$ cat config.mk
export PLATFORM = sky130hd
export DESIGN_NAME = game_flow_controller
export DESIGN_NICKNAME = d
export VERILOG_FILES = /design/src/rtl/game_flow_controller.sv
export SDC_FILE = /design/constraint.sdc
export NUM_CORES = 1
export LEC_CHECK = 0
export CAP_MARGIN = 10
export CORE_MARGIN = 2
export CORE_UTILIZATION = 50
export CTS_CLUSTER_SIZE = 8
export DETAILED_ROUTE_END_ITERATION = 10
export HOLD_SLACK_MARGIN = 0.06
export PLACE_DENSITY = 0.75
export SETUP_SLACK_MARGIN = 0.1
export SYNTH_ARGS = -nofsm -noshare
export SYNTH_HDL_FRONTEND = slang
export SYNTH_SLANG_ARGS = --single-unit
$ cat constraint.sdc
create_clock -name clk -period 5.7 [get_ports clk]
set_input_delay 1.14 -clock clk [delete_from_list [all_inputs] [get_ports clk]]
set_output_delay 1.14 -clock clk [all_outputs]
set_load 0.02 [all_outputs]
$ cat src/rtl/game_flow_controller.sv
// Top-level Pac-Man game sequencer: owns lives, level and food count, and turns
// frame ticks into per-frame move enables and sprite/score reset pulses.
module game_flow_controller #(
  parameter int unsigned LIVES        = 3,
  parameter int unsigned READY_FRAMES = 120,
  parameter int unsigned DYING_FRAMES = 90,
  parameter int unsigned CLEAR_FRAMES = 60,
  parameter int unsigned PACMAN_DIV   = 2,
  parameter int unsigned GHOST_DIV    = 4,
  parameter logic [11:0] FOOD_TOTAL   = 12'd1000
) (
  input  logic        clk,
  input  logic        rst,
  input  logic        frame_tick,
  input  logic        start_btn,
  input  logic        pacman_is_dead,
  input  logic        food_eaten,
  output logic [2:0]  state,
  output logic        pacman_move_en,
  output logic        ghost_move_en,
  output logic        sprite_reset,
  output logic        score_clear,
  output logic [2:0]  lives_left,
  output logic [3:0]  level,
  output logic [11:0] food_count
);

  typedef enum logic [2:0] {
    S_IDLE        = 3'd0,
    S_READY       = 3'd1,
    S_PLAY        = 3'd2,
    S_DYING       = 3'd3,
    S_LEVEL_CLEAR = 3'd4,
    S_GAME_OVER   = 3'd5
  } state_e;

  localparam int CW = 16;
  localparam logic [CW-1:0] READY_LAST = CW'(READY_FRAMES - 1);
  localparam logic [CW-1:0] DYING_LAST = CW'(DYING_FRAMES - 1);
  localparam logic [CW-1:0] CLEAR_LAST = CW'(CLEAR_FRAMES - 1);
  localparam logic [CW-1:0] PAC_LAST   = CW'(PACMAN_DIV - 1);

  state_e        state_q, state_d;
  logic [CW-1:0] frame_cnt_q, frame_cnt_d;
  logic [CW-1:0] pac_cnt_q, pac_cnt_d;
  logic [CW-1:0] ghost_cnt_q, ghost_cnt_d;
  logic [CW-1:0] ghost_last;
  logic [2:0]    lives_d;
  logic [3:0]    level_d;
  logic [11:0]   food_d, food_inc;
  logic          pac_en_d, ghost_en_d, sprite_reset_d, score_clear_d;

  // Ghosts speed up one frame per level until they move every frame.
  always_comb begin
    ghost_last = '0;
    if (GHOST_DIV > 32'(level) + 32'd1)
      ghost_last = CW'(GHOST_DIV - 32'(level) - 32'd1);
  end

  assign food_inc = (food_count == 12'hFFF) ? food_count : food_count + 12'd1;

  // NOTE: every signal gets a default before the case so no path leaves it
  // unassigned; otherwise synthesis infers a latch to hold the old value.
  always_comb begin
    state_d        = state_q;
    frame_cnt_d    = frame_cnt_q;
    pac_cnt_d      = pac_cnt_q;
    ghost_cnt_d    = ghost_cnt_q;
    lives_d        = lives_left;
    level_d        = level;
    food_d         = food_count;
    pac_en_d       = 1'b0;
    ghost_en_d     = 1'b0;
    sprite_reset_d = 1'b0;
    score_clear_d  = 1'b0;

    unique case (state_q)
      S_IDLE, S_GAME_OVER: begin
        if (start_btn) begin
          state_d        = S_READY;
          frame_cnt_d    = '0;
          lives_d        = 3'(LIVES);
          level_d        = 4'd0;
          food_d         = 12'd0;
          sprite_reset_d = 1'b1;
          score_clear_d  = 1'b1;
        end
      end
      S_READY: begin
        if (frame_tick) begin
          if (frame_cnt_q == READY_LAST) begin
            state_d     = S_PLAY;
            frame_cnt_d = '0;
            pac_cnt_d   = '0;
            ghost_cnt_d = '0;
          end else begin
            frame_cnt_d = frame_cnt_q + CW'(1);
          end
        end
      end
      S_PLAY: begin
        if (pacman_is_dead) begin
          state_d     = S_DYING;
          frame_cnt_d = '0;
          lives_d     = (lives_left == 3'd0) ? 3'd0 : lives_left - 3'd1;
        end else if (food_eaten && food_inc >= FOOD_TOTAL) begin
          state_d     = S_LEVEL_CLEAR;
          frame_cnt_d = '0;
          food_d      = food_inc;
        end else begin
          if (food_eaten) food_d = food_inc;
          // Enables only fire while the game stays in PLAY.
          if (frame_tick) begin
            if (pac_cnt_q >= PAC_LAST) begin
              pac_cnt_d = '0;
              pac_en_d  = 1'b1;
            end else begin
              pac_cnt_d = pac_cnt_q + CW'(1);
            end
            if (ghost_cnt_q >= ghost_last) begin
              ghost_cnt_d = '0;
              ghost_en_d  = 1'b1;
            end else begin
              ghost_cnt_d = ghost_cnt_q + CW'(1);
            end
          end
        end
      end
      S_DYING: begin
        if (frame_tick) begin
          if (frame_cnt_q == DYING_LAST) begin
            frame_cnt_d = '0;
            if (lives_left == 3'd0) begin
              state_d = S_GAME_OVER;
            end else begin
              state_d        = S_READY;
              sprite_reset_d = 1'b1;
            end
          end else begin
            frame_cnt_d = frame_cnt_q + CW'(1);
          end
        end
      end
      S_LEVEL_CLEAR: begin
        if (frame_tick) begin
          if (frame_cnt_q == CLEAR_LAST) begin
            state_d        = S_READY;
            frame_cnt_d    = '0;
            food_d         = 12'd0;
            level_d        = (level == 4'd15) ? 4'd15 : level + 4'd1;
            sprite_reset_d = 1'b1;
          end else begin
            frame_cnt_d = frame_cnt_q + CW'(1);
          end
        end
      end
      default: state_d = S_IDLE;
    endcase
  end

  // NOTE: sequential state uses non-blocking assignments so every register
  // samples the pre-edge values, independent of statement order.
  always_ff @(posedge clk or negedge rst) begin
    if (!rst) begin
      state_q        <= S_IDLE;
      frame_cnt_q    <= '0;
      pac_cnt_q      <= '0;
      ghost_cnt_q    <= '0;
      lives_left     <= 3'(LIVES);
      level          <= 4'd0;
      food_count     <= 12'd0;
      pacman_move_en <= 1'b0;
      ghost_move_en  <= 1'b0;
      sprite_reset   <= 1'b0;
      score_clear    <= 1'b0;
    end else begin
      state_q        <= state_d;
      frame_cnt_q    <= frame_cnt_d;
      pac_cnt_q      <= pac_cnt_d;
      ghost_cnt_q    <= ghost_cnt_d;
      lives_left     <= lives_d;
      level          <= level_d;
      food_count     <= food_d;
      pacman_move_en <= pac_en_d;
      ghost_move_en  <= ghost_en_d;
      sprite_reset   <= sprite_reset_d;
      score_clear    <= score_clear_d;
    end
  end

  assign state = state_q;

endmodule
[Yosys cells after proc, flatten, opt, wreduce, memory -nomap -nowiden]
Cells that the tools add are included.
Operators by class
  add/sub/neg operators: 9
  multiply operators: 0
  div/mod/pow operators: 0
  $lt $le $gt $ge: 4
  eq/ne operators: 23
  shift operators: 0
  mux-type cells: 69
  bitwise operators: 0
  reductions and logical operators: 15
Operator list (count)
  $mux 16: 20
  $mux 12: 7
  $pmux 16 s5: 1
  $pmux 16 s2: 2
  $add 16x1->16 const B: 3
  $mux 3: 13
  $pmux 12 s3: 1
  $eq 16x7->1 const B: 2
  $ne 2x2->1 const B: 11
  $reduce_and 6->1: 3
  $mux 1: 17
  $eq 16x6->1 const B: 1
  $ge 16x1->1 const B: 1
  $ge 16x16->1: 1
  $mux 4: 4
  $pmux 3 s5: 1
  $add 12x1->12 const B: 1
  $eq 12x12->1 const B: 1
  $ge 12x10->1 const B: 1
  $pmux 4 s2: 1
  $reduce_and 8->1: 1
  $eq 3x2->1 const B: 2
  $eq 3x3->1 const B: 2
  $logic_not 3->1: 2
  18 further kinds: 21
Storage, ports and cells
  register bits after elaboration: 74
  latch bits: 0
  RAM bits: 0
  bits in read-only memories: 0
  input bits: 6
  output and inout bits: 26
  logic and storage cells: 131
  memories kept: 0

[Longest topological paths before layout]
Gate-level depths: netlist (run 1).
  depth in word-level cells: 9
  mapped depth: 17
  mapped depth without buffers: 15

[Worst setup path after synthesis (run 1)]
OpenSTA, ideal clock, no wires.
  kind: register -> register
  start: register level[0]
  end: register ghost_cnt_q[7]
  setup time: 0.066 ns
  arrival time: 4.377 ns
  data required time: 5.634 ns
  setup slack: 1.257 ns
  stages on the path, launching flop included: 16
  path buffers: 3
  period minus slack after synthesis: 4.443 ns
  cell sequence: dfrtp_1 -> clkbuf_1 -> inv_1 -> ha_1 -> clkbuf_1 -> a211oi_1 -> o31ai_1 -> ha_1 -> a21o_1 -> a211o_1 -> a2111oi_0 -> o41ai_1 -> a21o_1 -> a211oi_2 -> buf_4 -> a22o_1
On the way
  cells in the longest elaborated chain, start to end: 9
  elaborated cells between the ends (all ways): 11
  those cells by class: 3 x add/sub; 2 x order compare; 6 x mux
RTL lines
  from (decl): line 24  | output logic [3:0] level,
  from (signal assigned): line 182  | level <= level_d;
  $sub 3x4->5 / $add 4x1->5 (equally long branches): line 57, 56
  $sub 5x2->6 / $gt 3x5->1 (equally long branches): line 57, 56
  $mux 16 (*): line 56  | if (GHOST_DIV > 32'(level) + 32'd1)
  $ge 16x16->1 (*): line 120  | if (ghost_cnt_q >= ghost_last) begin
  $mux 16 (*): line 120
  $mux 16 (*): line 113  | if (frame_tick) begin
  $mux 16 (*): line 106  | end else if (food_eaten && food_inc >= FOOD_TOTAL) begin
  $mux 16 (*): line 102  | if (pacman_is_dead) begin
  $pmux 16 s2 (*): line 77  | unique case (state_q)
  to (signal assigned): line 180  | ghost_cnt_q <= ghost_cnt_d;
  to (decl): line 46  | logic [CW-1:0] ghost_cnt_q, ghost_cnt_d;
Mark *: on every way between the ends. The rest lies on a longest branch, timed or not. The select of a mux whose other input is x is not followed.
A chain may end at the register's enable or synchronous reset.

[Worst setup path after layout (run 1)]
  start: register level[0]
  end: register ghost_cnt_q[0]
Same word-level chain as after synthesis.

==> summary.txt, run 1 <==
Place
  • IO Port Bufs: 31
  • Post-DP HPWL: 8.23 mm
  • RePlAce Congestion: 0.858
  • Dpl cell area: 0.00526 mm^2

Yosys
  • Avg Inst Size Synth: 8.83 um^2
  • Synth Instances: 553
  • Synth async-reset ratio: 100%
  • Yosys top cell area share: 36.9%
  • Mapped Area: 0.00488 mm^2
  • Synth area leader: dfrtp_1
  • EDFF count, synth: 0
  • Synth top area cells: dfrtp_1, ha_1, o21ai_0
  • Most instantiated library cell after synthesis: dfrtp_1
  • Register area share after synthesis: 38.0%
  • Ys Warns: 0
  • Commonest cells in the netlist: dfrtp_1, nand2_1, nor2_1
  • Post-Synthesis Net Count: 585
  • Top FF cell, synth: dfrtp_1
  • Yosys reg bits: 74
  • Synth cell types: 65

Worst setup path
  • CP startpoint kind: flop
  • Crit Path Max Fanout: 14
  • CP cell instances: inv_1 > ha_1 > o311a_1 > nor2_1 > and2_1 > o31ai_1 > buf_4 > ha_1 > a21o_1 > a21o_1 > a2111oi_0 > o41ai_1 > a21o_1 > a211oi_2 > mux2_2
  • Critical Path Max Stage Delay: 830 ps
  • WS Path Type: reg2reg
  • Worst path required time: 5980 ps
  • CP arrival: 5190 ps
  • Top delay family on crit path: compound AO/OA/AOI/OAI gates
  • Most used cell, CP: a21o_1
  • Crit path depth: 15
  • Worst Setup End Kind: flop
  • Critical-path top delay cell: a211oi_2
  • Path depth of the worst reg2reg path: 15
  • WP buf/inv: 2

CTS
  • Cts repair resizes: 0
  • Post-CTS setup buffers: 0
  • H-Tree Depth: 3
  • TritonCTS clock tree: built
  • Clock tree buffer depth: 2
  • Worst skew pair latency: 350 ps
  • Clock slew at reported path FFs: 80 ps
  • Clock tree sinks: 74
  • Root Driver: clkbuf_8
  • TritonCTS buffer count: 9
  • Post-CTS Hold Buffers: 0

STA
  • RSZ-0062 raised after global routing: no
  • Slew HR: 36.5%
  • Setup TNS: 0 ps
  • Final period util: 86.1%
  • Peak Freq: 204 MHz
  • Max Slew Vio Count: 0
  • Final hold viol count: 0
  • Fin crit period: 4910 ps
  • Final setup fails: 0
  • Least-Margin Pin Slew: 945 ps
  • Fin Hold WS: 494 ps
  • Clock Skew: 11.8 ps

Die
  • Starting Density: 50.7%
  • Die W: 103 um
  • Chip height: 103 um
  • FP Rows: 36
  • Io pins: 32
  • Core Region: 0.00964 mm^2
  • Die area: 0.0106 mm^2

Detailed routing
  • Final WL: 11.8 mm
  • DRT antenna net count: 0
  • Via density: 6.22
  • WL per Instance: 16.7 um
  • Vias: 4397
  • 1st-pass router iterations: 5
  • Residual DRC count: 0
  • 1st-iter DRT viols: 345

Pwr
  • PwrDens: 398 mW/mm^2
  • Maximum vdd drop: 0.190 mV
  • P_leak: 2.23 nW
  • Final Total Pwr: 2.17 mW

Cells and area
  • Syn-to-layout area delta: 11.7%
  • Number of antenna diodes: 0
  • Fin area: 0.00546 mm^2
  • Fin util: 56.6%
  • Multi-input logic area: 0.00282 mm^2
  • Fill cells: 893
  • Total area of sequential cells: 0.00185 mm^2
  • Layout cell share with drive strength beyond 1: 7.14%
  • NumNets Final: 602

Flow run
  • Max_cap viols: 0

Worst hold path
  • Worst hold path class: reg2reg
  • Worst Hold Depth: 1

Status
  • Outcome: finished clean

GRT
  • Number of global-route vias before repair: 4047
  • Gr ovfl total: 0
  • Initial antenna violation count: 0
  • First-pass GRT wire length: 20.1 mm
  • Largest net degree at the start of global routing: 75
  • Global Route Usage Sum: 23.8%
[kinds of logic (layout without fill, tap and decap cells)]
kind of cell	Yosys count	count (layout)	share of synthesized area, %
adder cells (fa/ha/maj)	27	27	6.86
XOR/XNOR	6	6	1.08
buffers and inverters	49	70	4.25
multiplexers	7	7	1.49
AND/OR/NAND/NOR	222	222	23.5
flip-flops	74	74	38.0
AO/OA/AOI/OAI	168	168	24.8
[metrics by stage]
| stage | instances | worst slack [ps] |
|---|---|---|
| 2_1_floorplan | 553 | 1260 |
| 3_3_place_gp | 692 | 1060 |
| 3_5_place_dp | 692 | 850 |
| 4_1_cts | 707 | 818 |
| 5_1_grt | 707 | 454 |
| 6_report | 707 | 793 |
[power by group]
part           total, mW  internal [mW]  switching, mW
combinational      0.980          0.399          0.581
clock              0.417          0.213          0.204
sequential         0.774          0.620          0.154
total               2.17           1.23          0.938
[state kept, by name (all words and copies together) (netlist names), 3 cells and up]
register,cells
frame_cnt_q,16
lives_left,3
food_count,12
ghost_cnt_q,16
state,3
level,4
pac_cnt_q,16
[worst reg2reg max path: stages (launching register included)]
cell and delay, ps:
dfrtp_1 590, inv_1 170, ha_1 420, o311a_1 320, nor2_1 140, and2_1 210, o31ai_1 90, buf_4 190
ha_1 300, a21o_1 200, a21o_1 170, a2111oi_0 410, o41ai_1 200, a21o_1 320, a211oi_2 830, mux2_2 290
[metal layers]
metal  global-route usage [%]  vias up  part of all wire (%)
met2                     38.6      133                    48
met4                     6.28        0                   1.6
li1                         -     2126                     -
met1                     33.1     2123                    46
met5                        0        -                     0
met3                     4.54       15                   4.6
[layout by cell type, fill, tap and decap left out, drive strengths merged, types with 5 or more instances in the layout]
cell type,synthesis,layout
nand4,8,8
and3,11,11
o31ai,20,20
nor2b,12,12
nand2b,12,12
ha,26,26
clkdlybuf4s50,0,30
nor4,13,13
or3,5,5
nor3,21,21
nand3,26,26
buf,13,7
a21oi,26,26
clkbuf,18,11
o41ai,11,11
mux2i,5,5
o21ai,40,40
nand2,47,47
a22o,11,11
a31oi,7,7
nor2,40,40
a211oi,5,5
and2,13,13
inv,18,19
dfrtp,72,72
o221ai,11,11
[worst paths after layout]
| path | from | end | slack (ps) |
|---|---|---|---|
| setup / recovery | level[0] | ghost_cnt_q[0] | 790 |
| hold / removal | pac_cnt_q[15] | pac_cnt_q[15] | 490 |
| setup reg to reg | level[0] | ghost_cnt_q[0] | 790 |
| hold reg to reg | pac_cnt_q[15] | pac_cnt_q[15] | 490 |
| max in group asynchronous | rst | ghost_cnt_q[0] | 4170 |
| min in group asynchronous | rst | frame_cnt_q[13] | 930 |
[final cells by class]
| type | count | area share [%] |
|---|---|---|
| clock buffers | 11 | 2.59 |
| clock inverters | 4 | 0.940 |
| inverters | 18 | 1.24 |
| multi-input cells | 430 | 51.7 |
| flip-flops and latches | 74 | 34.0 |
| well taps | 133 | 3.05 |
| repair buffers | 37 | 6.47 |
Note: power is estimated with default switching activity, not from simulation.
==> run 2: changes to the inputs <==
- SETUP_SLACK_MARGIN: 0.1 -> not set
- clock period: 5.7 -> 6.1 ns (I/O delays scaled with it)
==> summary.txt, run 2 (same netlist as run 1, synthesis figures left out) <==
Status
  • Outcome: finished clean

Pwr
  • Maximum vdd drop: 0.151 mV (-21%)
  • Clk pwr share: 19.3% (about the same)
  • Sequential power share: 35.6% (about the same)
  • Gate power share: 45.1% (about the same)
  • PwrDens: 371 mW/mm^2 (-6.8%)
  • Internal: 1.15 mW (-6.4%)
  • P_leak: 2.23 nW (about the same)
  • Switching Power: 0.871 mW (-7.2%)
  • Switching Share: 43.0% (-0.22 points)

CTS
  • H-Tree Depth: 3 (unchanged)
  • TritonCTS buffer count: 9 (unchanged)
  • Post-CTS setup buffers: 0 (unchanged)
  • Post-CTS Hold Buffers: 0 (unchanged)
  • Clock slew at reported path FFs: 80 ps (about the same)
  • Clock tree sinks: 74 (unchanged)
  • Root Driver: clkbuf_8
  • Clock tree buffer depth: 2 (unchanged)
  • Worst skew pair latency: 360 ps (about the same)
  • Cts repair resizes: 0 (unchanged)
  • TritonCTS clock tree: built

GRT
  • Gr ovfl total: 0 (unchanged)
  • Met1 GRT Util: 33.0% (-0.19 points)
  • Number of global-route vias before repair: 4016 (-0.77%)
  • Global Route Usage Sum: 23.5% (-0.38 points)
  • GRT Max-Usage Layer: met2
  • GR Util met3: 4.95% (+0.41 points)
  • Grt met2 use: 38.2% (-0.35 points)
  • Largest net degree at the start of global routing: 75 (unchanged)
  • First-pass GRT wire length: 19.8 mm (-1.2%)
  • Initial antenna violation count: 0 (unchanged)

Cells and area
  • Most frequent cells in the layout: dfrtp_1, nand2_1, nor2_1, o21ai_0, clkdlybuf4s50_1
  • Syn-to-layout area delta: 11.8% (about the same)
  • NumNets Final: 602 (unchanged)
  • Largest regs: frame_cnt_q: 16 flops, ghost_cnt_q: 16 flops, pac_cnt_q: 16 flops
  • Layout cell share with drive strength beyond 1: 7.13% (-0.012 points)
  • Most common cell after layout, fill and taps aside: dfrtp_1
  • Number of antenna diodes: 0 (unchanged)
  • Fill cells: 877 (-1.8%)

Place
  • Post-DP HPWL: 8.11 mm (-1.5%)
  • RePlAce Congestion: 0.858 (about the same)
  • IO Port Bufs: 31 (unchanged)

Die
  • Chip height: 103 um (unchanged)
  • Die W: 103 um (unchanged)
  • Core Region: 0.00964 mm^2 (unchanged)
  • Io pins: 32 (unchanged)
  • FP Rows: 36 (unchanged)
  • Die area: 0.0106 mm^2 (unchanged)
  • Starting Density: 50.7% (unchanged)

STA
  • Fin crit period: 4930 ps (+21.4 ps)
  • Max Slew Vio Count: 0 (unchanged)
  • Least-Margin Pin Slew: 974 ps (+29.5 ps)
  • Clock Skew: 11.4 ps (-0.406 ps)
  • Final setup fails: 0 (unchanged)
  • RSZ-0062 raised after global routing: no
  • Fin Hold WS: 490 ps (-4.35 ps)
  • Final period util: 80.8% (-5.3 points)
  • Setup TNS: 0 ps (unchanged)
  • Slew HR: 34.9% (-1.6 points)
  • Final hold viol count: 0 (unchanged)
  • Peak Freq: 203 MHz (-0.44%)

Worst setup path
  • Worst path required time: 6380 ps (+400 ps)
  • Worst Setup End Kind: flop
  • WS Path Type: reg2reg
  • Crit Path Max Fanout: 14 (unchanged)
  • CP startpoint kind: flop
  • CP arrival: 5210 ps (+20 ps)

Detailed routing
  • DRT antenna net count: 0 (unchanged)
  • 1st-iter DRT viols: 317 (-8.1%)
  • Vias: 4362 (-0.80%)
  • 1st-pass router iterations: 5 (unchanged)
  • Final WL: 11.6 mm (-2.2%)
  • WL per Instance: 16.3 um (-2.4%)
  • Residual DRC count: 0 (unchanged)
  • Via density: 6.16 (-0.94%)

Worst hold path
  • Worst hold path class: reg2reg

Flow run
  • Max_cap viols: 0 (unchanged)
==> run 2: metrics by stage <==
stage          setup WS, ps  total power, mW  area, um^2  util (%)  cells
6_report               1170             2.02        5460      56.6    708
5_1_grt                 812             2.20        5460      56.6    708
4_1_cts                1230             2.03        5460      56.6    708
3_5_place_dp           1260             1.64        5260      54.6    692
3_3_place_gp           1440             1.59        5260      54.6    692
2_1_floorplan          1660             1.38        4880         -    553
==> run 2: power by group through the flow <==
stage	sequential, mW	clock [mW]	combinational, mW
after global placement	0.722	0	0.871
after global routing	0.742	0.423	1.03
after floorplan	0.701	0	0.682
after detailed placement	0.728	0	0.910
final	0.720	0.392	0.913
after CTS	0.720	0.402	0.912
==> run 2: final timing paths <==
| kind | cells after the start | startpoint | slack [ps] | to |
|---|---|---|---|---|
| max | 15 | level[0] | 1170 | ghost_cnt_q[0] |
| min | 1 | pac_cnt_q[13] | 490 | pac_cnt_q[13] |
| max reg2reg | 15 | level[0] | 1170 | ghost_cnt_q[0] |
| min reg2reg | 1 | pac_cnt_q[13] | 490 | pac_cnt_q[13] |
| max in group asynchronous | 1 | rst | 4480 | ghost_cnt_q[13] |
| min in group asynchronous | 1 | rst | 1000 | frame_cnt_q[15] |
==> run 2: layer usage <==
metal | share of wire (%) | up-vias
li1 | - | 2121
met1 | 46 | 2115
met3 | 5.0 | 14
met5 | 0 | -
met2 | 48 | 112
met4 | 1.1 | 0
==> run 2: layout make-up <==
class / count / area [um^2] / share of cell area, %
timing repair buffer: 37 / 353 / 6.46
multi-input combinational: 430 / 2820 / 51.7
sequential: 74 / 1850 / 34.0
inverter: 18 / 67.6 / 1.24
clock buffer: 12 / 145 / 2.66
clock inverter: 4 / 51.3 / 0.940
tap: 133 / 166 / 3.05
==> run 2: worst max-delay path: stages (launching register included) <==
cell	delay, ps
dfrtp_1	590
inv_1	170
ha_1	420
o311a_1	320
nor2_1	140
and2_1	210
o31ai_1	90
buf_4	190
ha_1	290
a21o_1	160
a211o_1	300
a2111oi_0	310
o41ai_1	200
a21o_1	320
a211oi_2	860
mux2_2	290
==> run 3: changes to the inputs <==
- clock period: 6.1 -> 4.7 ns (I/O delays scaled with it)
==> summary.txt, run 3 (same netlist as run 1, synthesis figures left out) <==
STA
  • Final setup fails: 0 (unchanged)
  • Final period util: 90.6% (+9.8 points)
  • RSZ-0062 raised after global routing: no
  • Slew HR: 36.6% (+1.7 points)
  • Setup TNS: 0 ps (unchanged)
  • Max Slew Vio Count: 0 (unchanged)
  • Peak Freq: 235 MHz (+16%)
  • Least-Margin Pin Slew: 951 ps (-23.7 ps)
  • Clock Skew: 10.8 ps (-0.631 ps)
  • Fin crit period: 4260 ps (-669 ps)
  • Final hold viol count: 0 (unchanged)

GRT
  • Met1 GRT Util: 32.5% (-0.46 points)
  • Global Route Usage Sum: 23.5% (+0.038 points)
  • Initial antenna violation count: 0 (unchanged)
  • GRT Max-Usage Layer: met2
  • GR Util met3: 3.86% (-1.1 points)
  • Number of global-route vias before repair: 4151 (+3.4%)
  • First-pass GRT wire length: 19.9 mm (+0.45%)
  • Largest net degree at the start of global routing: 75 (unchanged)
  • Gr ovfl total: 0 (unchanged)
  • Grt met2 use: 38.5% (+0.30 points)

Cells and area
  • Fill cells: 889 (+1.4%)
  • Fin util: 57.7% (+1.0 points)
  • Most frequent cells in the layout: dfrtp_1, nand2_1, nor2_1, o21ai_0, clkdlybuf4s50_1
  • Syn-to-layout area delta: 13.8%
  • Layout cell share with drive strength beyond 1: 7.97% (+0.84 points)
  • NumNets Final: 604 (+0.33%)
  • Largest regs: frame_cnt_q: 16 flops, ghost_cnt_q: 16 flops, pac_cnt_q: 16 flops
  • Number of antenna diodes: 0 (unchanged)
  • Most common cell after layout, fill and taps aside: dfrtp_1

Pwr
  • P_leak: 2.29 nW (+2.3%)
  • PwrDens: 506 mW/mm^2 (+37%)
  • Maximum vdd drop: 0.215 mV (+42%)

CTS
  • TritonCTS clock tree: built
  • Worst skew pair latency: 350 ps (about the same)
  • TritonCTS buffer count: 9 (unchanged)
  • Clock slew at reported path FFs: 90 ps (about the same)
  • Clock tree sinks: 74 (unchanged)
  • H-Tree Depth: 3 (unchanged)
  • Clock tree buffer depth: 2 (unchanged)
  • Root Driver: clkbuf_8

Worst setup path
  • CP startpoint kind: flop
  • WS Path Type: reg2reg
  • CP arrival: 4550 ps (-660 ps)
  • Crit Path Max Fanout: 14 (unchanged)
  • Worst path required time: 4990 ps (-1390 ps)
  • Critical path launch point: level[1]
  • Reg2Reg Launch Point: level[1]
  • Worst Setup End Kind: flop

Die
  • Starting Density: 50.7% (unchanged)
  • Die W: 103 um (unchanged)
  • Die area: 0.0106 mm^2 (unchanged)
  • Chip height: 103 um (unchanged)
  • FP Rows: 36 (unchanged)
  • Core Region: 0.00964 mm^2 (unchanged)
  • Io pins: 32 (unchanged)

Detailed routing
  • DRT antenna net count: 0 (unchanged)
  • 1st-iter DRT viols: 278 (-12%)
  • Via density: 6.28 (+2.0%)
  • 1st-pass router iterations: 5 (unchanged)
  • Residual DRC count: 0 (unchanged)
  • Vias: 4461 (+2.3%)
  • Final WL: 12.0 mm (+4.1%)
  • WL per Instance: 16.9 um (+3.8%)

Worst hold path
  • Min-delay src: pac_cnt_q[13]
  • Worst hold path class: reg2reg

Place
  • IO Port Bufs: 31 (unchanged)
  • RePlAce Congestion: 0.917 (+6.8%)
  • Post-DP HPWL: 8.19 mm (+1.0%)

Flow run
  • Max_cap viols: 0 (unchanged)

Status
  • Outcome: finished clean
run 3: metrics by stage:
stage	hold WS, ps	power (mW)	setup slack [ps]	std cells	area (um^2)
6_report	488	2.82	441	710	5560
5_1_grt	527	3.03	86.0	710	5560
3_5_place_dp	473	2.13	407	694	5280
2_1_floorplan	452	1.79	257	553	4880
3_3_place_gp	470	2.07	571	694	5280
4_1_cts	493	2.81	376	710	5550
run 3: path summary, 6_finish.rpt:
check,slack [ps],end,cells past startpoint
worst max-delay path,440,ghost_cnt_q[0],16
worst min-delay path,490,pac_cnt_q[13],1
worst max register to register,440,ghost_cnt_q[0],16
worst min register to register,490,pac_cnt_q[13],1
max in group asynchronous,3350,ghost_cnt_q[13],1
min in group asynchronous,730,frame_cnt_q[13],1
run 3: critical path, stage by stage, from the launching register on:
cell	delay [ps]
dfrtp_1	500
inv_1	140
ha_1	390
o311a_1	310
nor2_1	170
and2_1	230
o31ai_2	180
buf_4	200
ha_1	290
a21oi_1	170
nor2_1	60
a2111oi_1	390
o41ai_1	190
a21o_1	320
a211oi_2	240
buf_4	240
mux2_2	170
run 3: power breakdown:
part,switching [mW],internal (mW)
Clock,0.258,0.423
Combinational,0.716,0.494
Sequential,0.174,0.752
run 3: layout make-up:
class	count	area (um^2)	area share, %
repair buffers	39	368	6.62
clock inverters	6	138	2.48
clock buffers	10	138	2.48
flip-flops and latches	74	1850	33.3
inverters	18	67.6	1.22
well taps	133	166	2.99
multi-input cells	430	2830	50.9
run 3: what timing repair did:
| item | in CTS | in global routing |
|---|---|---|
| hold buffers | 0 | 0 |
| gates resized for setup | 0 | 2 |
| setup buffers | 0 | 0 |
| endpoints found under the setup margin | 0 | 16 |
run 3: per-layer routing:
metal | vias up | part of all wire (%) | wire length (um)
li1 | 2134 | - | -
met1 | 2134 | 44 | 5340
met2 | 170 | 48 | 5750
met3 | 23 | 6.1 | 737
met4 | 0 | 1.6 | 191
met5 | - | 0 | 0
